File: src/rtl/decode_pkg.sv
// Shared RV32I decode types: opcodes, ALU/immediate/result encodings and the
// E-stage control bundle carried by the ID/EX register.
package decode_pkg;

    localparam logic [6:0] OpLoad   = 7'b0000011;
    localparam logic [6:0] OpStore  = 7'b0100011;
    localparam logic [6:0] OpR      = 7'b0110011;
    localparam logic [6:0] OpImm    = 7'b0010011;
    localparam logic [6:0] OpBranch = 7'b1100011;
    localparam logic [6:0] OpJal    = 7'b1101111;
    localparam logic [6:0] OpJalr   = 7'b1100111;
    localparam logic [6:0] OpLui    = 7'b0110111;
    localparam logic [6:0] OpAuipc  = 7'b0010111;

    typedef enum logic [3:0] {
        AluAdd   = 4'b0000,
        AluSub   = 4'b0001,
        AluAnd   = 4'b0010,
        AluOr    = 4'b0011,
        AluXor   = 4'b0100,
        AluSlt   = 4'b0101,
        AluSltu  = 4'b0110,
        AluSll   = 4'b0111,
        AluSrl   = 4'b1000,
        AluSra   = 4'b1001,
        AluPassB = 4'b1010
    } alu_ctrl_e;

    typedef enum logic [2:0] {
        ImmI = 3'b000,
        ImmS = 3'b001,
        ImmB = 3'b010,
        ImmJ = 3'b011,
        ImmU = 3'b100
    } imm_src_e;

    typedef enum logic [1:0] {
        ResAlu = 2'b00,
        ResMem = 2'b01,
        ResPc4 = 2'b10
    } result_src_e;

    typedef struct packed {
        logic        valid;
        logic        illegal;
        logic        reg_write;
        result_src_e result_src;
        logic        mem_write;
        logic        jump;
        logic        jalr;
        logic        branch;
        logic [2:0]  funct3;
        alu_ctrl_e   alu_ctrl;
        logic        alu_src_a;
        logic        alu_src_b;
        logic [4:0]  rd;
    } ctrl_t;

    localparam ctrl_t BUBBLE = '0;

    // alt selects SUB/SRA; callers decide when funct7[5] is meaningful
    function automatic alu_ctrl_e alu_from_funct3(input logic [2:0] f3, input logic alt);
        alu_ctrl_e a;
        case (f3)
            3'b000:  a = alt ? AluSub : AluAdd;
            3'b001:  a = AluSll;
            3'b010:  a = AluSlt;
            3'b011:  a = AluSltu;
            3'b100:  a = AluXor;
            3'b101:  a = alt ? AluSra : AluSrl;
            3'b110:  a = AluOr;
            default: a = AluAnd;
        endcase
        return a;
    endfunction

endpackage

File: src/rtl/rv32i_ctrl_decode.sv
// Combinational RV32I control decoder: full-instruction legality check, E-stage
// control bundle and D-stage immediate select.
module rv32i_ctrl_decode
    import decode_pkg::*;
(
    input  logic [31:0] instr_i,
    output ctrl_t       ctrl_o,
    output logic [2:0]  imm_src_o,
    output logic        illegal_o
);

    logic [6:0] op;
    logic [2:0] f3;
    logic [6:0] f7;
    ctrl_t      c;
    imm_src_e   imm;
    logic       bad;
    logic       unused_instr;

    assign op = instr_i[6:0];
    assign f3 = instr_i[14:12];
    assign f7 = instr_i[31:25];
    assign unused_instr = ^instr_i[24:15];

    always_comb begin
        c          = BUBBLE;
        imm        = ImmI;
        bad        = 1'b0;
        c.valid    = 1'b1;
        c.rd       = instr_i[11:7];
        case (op)
            OpLoad: begin
                bad          = (f3 == 3'b011) || (f3 == 3'b110) || (f3 == 3'b111);
                c.reg_write  = 1'b1;
                c.result_src = ResMem;
                c.alu_src_b  = 1'b1;
                c.funct3     = f3;
            end
            OpStore: begin
                bad         = (f3 >= 3'b011);
                imm         = ImmS;
                c.mem_write = 1'b1;
                c.alu_src_b = 1'b1;
                c.funct3    = f3;
            end
            OpR: begin
                bad = !((f7 == 7'b0000000) ||
                        ((f7 == 7'b0100000) && ((f3 == 3'b000) || (f3 == 3'b101))));
                c.reg_write = 1'b1;
                c.alu_ctrl  = alu_from_funct3(f3, f7[5]);
            end
            OpImm: begin
                if (f3 == 3'b001) begin
                    bad = (f7 != 7'b0000000);
                end else if (f3 == 3'b101) begin
                    bad = (f7 != 7'b0000000) && (f7 != 7'b0100000);
                end
                c.reg_write = 1'b1;
                c.alu_src_b = 1'b1;
                // Only the shift-right form uses funct7[5]; ADDI never subtracts
                c.alu_ctrl  = alu_from_funct3(f3, (f3 == 3'b101) && f7[5]);
            end
            OpBranch: begin
                bad      = (f3 == 3'b010) || (f3 == 3'b011);
                imm      = ImmB;
                c.branch = 1'b1;
                c.funct3 = f3;
                c.alu_ctrl = AluSub;
            end
            OpJal: begin
                imm          = ImmJ;
                c.jump       = 1'b1;
                c.reg_write  = 1'b1;
                c.result_src = ResPc4;
            end
            OpJalr: begin
                bad          = (f3 != 3'b000);
                c.jump       = 1'b1;
                c.jalr       = 1'b1;
                c.reg_write  = 1'b1;
                c.result_src = ResPc4;
                c.alu_src_b  = 1'b1;
            end
            OpLui: begin
                imm         = ImmU;
                c.reg_write = 1'b1;
                c.alu_ctrl  = AluPassB;
                c.alu_src_b = 1'b1;
            end
            OpAuipc: begin
                imm         = ImmU;
                c.reg_write = 1'b1;
                c.alu_src_a = 1'b1;
                c.alu_src_b = 1'b1;
            end
            default: bad = 1'b1;
        endcase
        if (bad) begin
            c         = BUBBLE;
            c.valid   = 1'b1;
            c.illegal = 1'b1;
        end
    end

    assign ctrl_o    = c;
    assign imm_src_o = imm;
    assign illegal_o = bad;

endmodule

File: src/rtl/decode_ctrl_stage.sv
// RV32I decode stage control: combinational D-stage outputs, ID/EX control
// register with reset > flush > stall > load priority, saturating illegal counter.
module decode_ctrl_stage
    import decode_pkg::*;
#(
    parameter int unsigned WORD_WIDTH = 32,
    parameter int unsigned ALU_CTRL_W = 4,
    parameter int unsigned REG_ADDR_W = 5,
    parameter int unsigned CNT_W      = 16
) (
    input  logic                  clk,
    input  logic                  reset,
    input  logic [WORD_WIDTH-1:0] instrD,
    input  logic                  validD,
    input  logic                  stallE,
    input  logic                  flushE,
    output logic [2:0]            ImmSrcD,
    output logic                  illegalD,
    output logic                  validE,
    output logic                  regWriteE,
    output logic [1:0]            resultSrcE,
    output logic                  memWriteE,
    output logic                  jumpE,
    output logic                  jalrE,
    output logic                  branchE,
    output logic [2:0]            funct3E,
    output logic [ALU_CTRL_W-1:0] ALUControlE,
    output logic                  ALUSrcAE,
    output logic                  ALUSrcBE,
    output logic [REG_ADDR_W-1:0] rdE,
    output logic                  illegalE,
    output logic [CNT_W-1:0]      illegal_count
);

    if (WORD_WIDTH != 32) begin : g_bad_word_width
        $fatal(1, "decode_ctrl_stage: WORD_WIDTH must be 32");
    end
    if (ALU_CTRL_W < 4) begin : g_bad_alu_ctrl_w
        $fatal(1, "decode_ctrl_stage: ALU_CTRL_W must be at least 4");
    end
    if (REG_ADDR_W != 5) begin : g_bad_reg_addr_w
        $fatal(1, "decode_ctrl_stage: REG_ADDR_W must be 5");
    end

    ctrl_t            dec_ctrl;
    logic             dec_illegal;
    ctrl_t            ctrl_d, ctrl_q;
    logic [CNT_W-1:0] cnt_d, cnt_q;
    logic             cnt_inc;

    rv32i_ctrl_decode u_dec (
        .instr_i   (instrD[31:0]),
        .ctrl_o    (dec_ctrl),
        .imm_src_o (ImmSrcD),
        .illegal_o (dec_illegal)
    );

    assign illegalD = validD & dec_illegal;

    always_comb begin
        ctrl_d = ctrl_q;
        if (flushE) begin
            ctrl_d = BUBBLE;
        end else if (!stallE) begin
            ctrl_d = validD ? dec_ctrl : BUBBLE;
        end
    end

    assign cnt_inc = illegalD & ~stallE & ~flushE;

    always_comb begin
        cnt_d = cnt_q;
        if (cnt_inc && (cnt_q != {CNT_W{1'b1}})) begin
            cnt_d = cnt_q + 1'b1;
        end
    end

    always_ff @(posedge clk) begin
        if (reset) begin
            ctrl_q <= BUBBLE;
            cnt_q  <= '0;
        end else begin
            ctrl_q <= ctrl_d;
            cnt_q  <= cnt_d;
        end
    end

    assign validE        = ctrl_q.valid;
    assign regWriteE     = ctrl_q.reg_write;
    assign resultSrcE    = ctrl_q.result_src;
    assign memWriteE     = ctrl_q.mem_write;
    assign jumpE         = ctrl_q.jump;
    assign jalrE         = ctrl_q.jalr;
    assign branchE       = ctrl_q.branch;
    assign funct3E       = ctrl_q.funct3;
    assign ALUControlE   = ALU_CTRL_W'(ctrl_q.alu_ctrl);
    assign ALUSrcAE      = ctrl_q.alu_src_a;
    assign ALUSrcBE      = ctrl_q.alu_src_b;
    assign rdE           = REG_ADDR_W'(ctrl_q.rd);
    assign illegalE      = ctrl_q.illegal;
    assign illegal_count = cnt_q;

endmodule

File: config.mk
export PLATFORM = sky130hd
export DESIGN_NAME = decode_ctrl_stage
export DESIGN_NICKNAME = d
export VERILOG_FILES = /design/src/rtl/decode_pkg.sv /design/src/rtl/rv32i_ctrl_decode.sv /design/src/rtl/decode_ctrl_stage.sv
export SDC_FILE = /design/constraint.sdc
export NUM_CORES = 1
export LEC_CHECK = 0
export CAP_MARGIN = 20
export CORE_MARGIN = 2
export CORE_UTILIZATION = 49
export CTS_BUF_LIST = sky130_fd_sc_hd__clkbuf_4
export DETAILED_ROUTE_END_ITERATION = 10
export PLACE_DENSITY = 0.88
export SETUP_SLACK_MARGIN = 0.15
export SYNTH_ARGS = -nofsm -noshare
export SYNTH_HDL_FRONTEND = slang
export SYNTH_SLANG_ARGS = --single-unit
File: constraint.sdc
create_clock -name clk -period 5.18 [get_ports clk]
set_input_delay 1.554 -clock clk [delete_from_list [all_inputs] [get_ports clk]]
set_output_delay 1.554 -clock clk [all_outputs]
set_load 0.01 [all_outputs]
; Word level (Yosys, flattened, before mapping)
; Cells that the tools add are included.
[classes]
addsub = 1
n_lt_le_gt_ge = 1
n_eq_ne = 19
n_mux = 22
n_bitwise = 5
reduce_logical = 21
[op_table]
columns = operator, count
row1 = $pmux 4 s7, 2
row2 = $eq 7x6->1 const B, 4
row3 = $mux 23, 1
row4 = $mux 22, 1
row5 = $eq 7x7->1 const B, 3
row6 = $add 16x1->16 const B, 1
row7 = $ne 16x16->1 const B, 1
row8 = $pmux 4 s4, 1
row9 = $eq 7x5->1 const B, 2
row10 = $mux 1, 13
row11 = $eq 3x3->1 const B, 4
row12 = $pmux 3 s4, 1
row13 = $eq 7x2->1 const B, 1
row14 = $logic_not 7->1, 1
row15 = $ne 7x6->1 const B, 1
row16 = $pmux 1 s7, 1
row17 = $reduce_bool 7->1, 1
row18 = $reduce_or 7->1, 1
row19 = $eq 3x2->1 const B, 2
row20 = $reduce_or 2->1, 3
row21 = $reduce_or 3->1, 2
row22 = $reduce_or 6->1, 1
row23 = $logic_or 1x1->1, 5
row24 = $logic_and 1x1->1, 4
row25 = 9 further kinds, 12
[word_totals]
regBits = 39
in_bits = 37
output_inout_bits = 43
elab_cells = 83

; Longest topological paths before layout
[logic_depth]
ltp_word = 10
mapped_depth = 9
ltp_nobuf = 7

; Hierarchy
; From an unflattened synthesis, not the netlist that was laid out.
[hier_totals]
cells_unflattened = 271
hier_area_um2 = 2187.1
[by_module_without_submodules]
columns = module, instances, cells_each, area_per_inst_um2, seq_area_each_um2
row1 = decode_ctrl_stage, 1, 179, 1602.8, 780.7
row2 = rv32i_ctrl_decode, 1, 92, 584.3, 0.0

; Worst setup path after synthesis
; No wires, ideal clock.
[synth_path]
path_kind = input-to-output
from = input instrD[6]
to = output illegalD
arrival_time_ps = 2673
required_time_ps = 3626
setup_slack_ps = 953
path_stages = 6
n_path_buf = 1
cell_sequence = buf_6 -> or2_1 -> o32ai_1 -> nand3_1 -> a211o_1 -> and2_1
[synth_via]
elab_chain_cells = 4
elab_cells_between_ends = 12
classes_between = 9 x eq/ne / 1 x mux / 1 x bitwise / 1 x reduce/logical
[synth_rtl]
columns = item, line
row1 = from (decl), decode_ctrl_stage.sv:13  ; input logic [WORD_WIDTH-1:0] instrD,
row2 = $eq 7x6->1 (tied with other cells), rv32i_ctrl_decode.sv:31  ; case (op)
row3 = $reduce_or 3->1 (no line), --
row4 = $pmux 1 s7 *, rv32i_ctrl_decode.sv:31
row5 = $and 1x1->1 *, decode_ctrl_stage.sv:58  ; assign illegalD = validD & dec_illegal;
row6 = to (decl), decode_ctrl_stage.sv:18  ; output logic illegalD,
; Every way passes the cells marked *; elsewhere a longest branch is shown, timed or not.

; Worst setup path after layout
[layout_path]
from = input instrD[13]
to = output illegalD
[layout_via]
elab_chain_cells = 7
elab_cells_between_ends = 20
classes_between = 1 x order compare / 6 x eq/ne / 3 x mux / 1 x bitwise / 9 x reduce/logical
[layout_rtl]
columns = item, line
row1 = $eq 3x3->1 or $logic_not 3->1 (tied branches), "rv32i_ctrl_decode.sv:48, rv32i_ctrl_decode.sv:55"
row2 = $logic_or 1x1->1, rv32i_ctrl_decode.sv:48  ; ((f7 == 7'b0100000) && ((f3 == 3'b000) || (f3 == 3'b101))));
row3 = $logic_and 1x1->1, rv32i_ctrl_decode.sv:48
row4 = $logic_or 1x1->1, rv32i_ctrl_decode.sv:47  ; bad = !((f7 == 7'b0000000) ||
row5 = $logic_not 1->1, rv32i_ctrl_decode.sv:47
row6 = $pmux 1 s7 *, rv32i_ctrl_decode.sv:31
row7 = $and 1x1->1 *, decode_ctrl_stage.sv:58
; Marked as above.

==> results.md <==
* Layout cell share with drive strength beyond 1 at approximately an eighth
* WS Path Type: input port to output pin
* Final Slew Violations at 0
* Routed len/inst at ~15 um
* Nets@finish at about 360
* Achievable frequency at roughly 0.2 GHz
* Slew HR at 50.4%
* Vias at 2191
* Pint at between 400 and 500 uW
* Synthesized Nets at 282
* Leakage at approximately 0.0011 uW
* Final Non-Filler Cells at between 300 and 400
* Clock sinks at 38
* DRT Wirelength at between 5 and 6 mm
* Maxcap violations at 0
* Fin worst setup slack at 186 ps
* Hpwl dp at 4.08 mm
* # port buffers at 69
* # DRC at 0
* Worst Clk Skew at between 10 and 15 ps
* Synthesized area at between 2000 and 2500 um2
* Diodes inserted at 0
* First-pass GRT wire length at 8.62 mm
* Worst Tran Pin Value at 742 ps
* Yosys reg bits at 38
* Sw Share at 24.4%
* CP startpoint kind: input port
* Power Dens Cells at between 150 and 200 nW/um2
* Yosys warns at 0
* Final Cycle Share at 96.4%
* Gr usage total at approximately a quarter
* Drt via density at ~6
* Num ports at 80
* Die H at just under 70 um
* HP Class: register to register
* CP Max Fanout at 5
* Pre-CTS WS at -158 ps
* Ys async rst share at 0%
* Die width at just under 70 um
* Combinational power share at around 14%
* Clock Path Buffers at 2
* First-pass DRT Iterations at 5
* Antenna Nets Post-Route at 0
* Clock transition at path regs at approximately 110 ps
* Core ar. at slightly above 4000 um2
* Initial drt markers at between 150 and 200
* Vias in the first global route at slightly below 2000
* Num CTS Buffers at 5
* CTS tree: yes
* Largest net degree at the start of global routing at 31
* Req. time, crit path at ~3600 ps
* Mapped Cells at 244
* Netlist cell types at 52
* Gr ovfl total at 0
* Clock network fraction of total power at around 37%
* H-Tree Depth at 2
* Worst setup EP type: output pin
* Die area at around 4700 um2
* Clock latency on the worst-skew pair at ~360 ps
* Seq/Total Area, Yosys at a little under two fifths
* FP Rows at 23
* Final setup viols at 0
* Sequential Power Share at around half
* Primary FF master, synth: dfxtp_1
* Initial antenna violation count at 0
* Hold Fails Final Rpt at 0
* Critical Path AT at between 3000 and 4000 ps
* Max VDD drop at 0.182 mV
* Most frequent cells in the layout: clkdlybuf4s50_1, dfxtp_1, nand2_1
* Initial Util at around 50%
* Commonest non-fill, non-tap cell in the layout: clkdlybuf4s50_1
* RSZ-0062 raised after global routing: no
* Mean post-synth cell area at 8.44 um2
* Run status: finished clean
* Sw Pwr at 145 uW
* Layout area overhead at 44.5%
* Number of flops mapped to enable cells by yosys at 0
* Clock root buffer: clkbuf_4
* Cells after DPL at between 300 and 400
* Fin crit period at 4990 ps
* GP Congestion at about 0.85
==> power by group through the flow <==
stage / Clock [uW] / Combinational [uW] / Sequential [uW]
finish: 216 / 80.9 / 294
global placement: 0 / 76.1 / 301
global route: 230 / 86.3 / 295
floorplan: 0 / 37.1 / 301
detailed placement: 0 / 78.2 / 301
CTS: 217 / 79.3 / 294
==> worst max-delay path, stage by stage <==
cell,delay [ps]
clkdlybuf4s50_1,520
and3b_1,220
o21ai_0,270
a31oi_2,160
a211o_1,260
and2_1,180
dlygate4sd2_1,290
==> final cells by class <==
| class | instances | area [um2] |
|---|---|---|
| timing repair buffer | 87 | 838 |
| fill | 321 | 1050 |
| inverter | 4 | 15.0 |
| sequential | 38 | 761 |
| multi-input combinational | 187 | 1220 |
| clock inverter | 1 | 30.0 |
| clock buffer | 7 | 52.6 |
| tap | 50 | 62.6 |
==> path summary, 6_finish.rpt <==
| kind | start | endpoint | slack [ps] | cells after the start |
|---|---|---|---|---|
| setup / recovery | instrD[13] | illegalD | 190 | 7 |
| hold / removal | ALUControlE[1]$_SDFFE_PP0N_ | ALUControlE[1]$_SDFFE_PP0N_ | 460 | 2 |
| setup reg to reg | illegal_count[0]$_SDFFE_PP0P_ | illegal_count[10]$_SDFFE_PP0P_ | 3100 | 5 |
| hold reg to reg | ALUControlE[1]$_SDFFE_PP0N_ | ALUControlE[1]$_SDFFE_PP0N_ | 460 | 2 |
==> cells by family after synthesis <==
family,count (synthesis),synth area share [%]
AOI/OAI and AO/OA,70,22.7
buffers and inverters,19,5.35
muxes,4,2.13
adders and majority gates,1,0.607
DFF,38,36.9
xor gates and xnor gates,1,0.425
and+or+nand+nor,111,31.9
==> sequential cells by signal, summed over array words and instances (netlist names) <==
name,cells
resultSrcE,2
illegalE,1
memWriteE,1
funct3E,3
ALUSrcAE,1
ALUControlE,4
branchE,1
illegal_count,16
ALUSrcBE,1
regWriteE,1
jalrE,1
validE,1
rdE,5
==> what timing repair did <==
action / in CTS / in global routing
hold buffers: 0 / 0
pin swaps: 1 / 2
cloned: 0 / 0
setup endpoints to repair: 1 / 1
setup buffers: 0 / 0
gates resized for setup: 7 / 4
hold endpoints to repair: 0 / 0
==> routing by layer <==
layer  up-vias  share of wire, %  global-route usage (%)
li1       1069                 -                       -
met1      1008                41                    29.2
met2        95                49                    40.7
met3        19               8.0                    6.01
met4         0               2.3                    11.0
met5         -                 0                       0
==> metrics by stage <==
stage	area (um2)	hold slack, ps	power [uW]	utilization, %	setup TNS, ps
final	2980	464	591	73.9	0
after global placement	2870	434	377	71.1	-78.4
after floorplan	2060	477	338	-	0
after CTS	2960	469	591	73.6	0
after global routing	2980	485	610	73.9	0
after detailed placement	2870	448	379	71.1	-158
==> synth_stat cells (all sizes together), types with 2 or more instances <==
cell type,n,area (um2)
dfxtp,38,761
nand2,24,90.1
a21oi,19,95.1
o21ai,17,85.1
nor2,15,56.3
nand3,13,77.6
buf,10,76.3
a22o,9,78.8
o31ai,8,60.1
nand2b,6,37.5
nand4,6,37.5
nor2b,6,37.5
or3,6,37.5
clkbuf,5,18.8
nor3,5,25.0
o41ai,5,43.8
and2,4,25.0
inv,4,15.0
or2,4,25.0
a211oi,3,27.5
and3,3,18.8
mux2,3,33.8
nor4,3,18.8
or4,3,22.5
or4b,3,30.0
a31oi,2,18.8
nand4b,2,32.5
nor3b,2,20.0
nor4b,2,32.5
(Power assumes the default switching activity.)
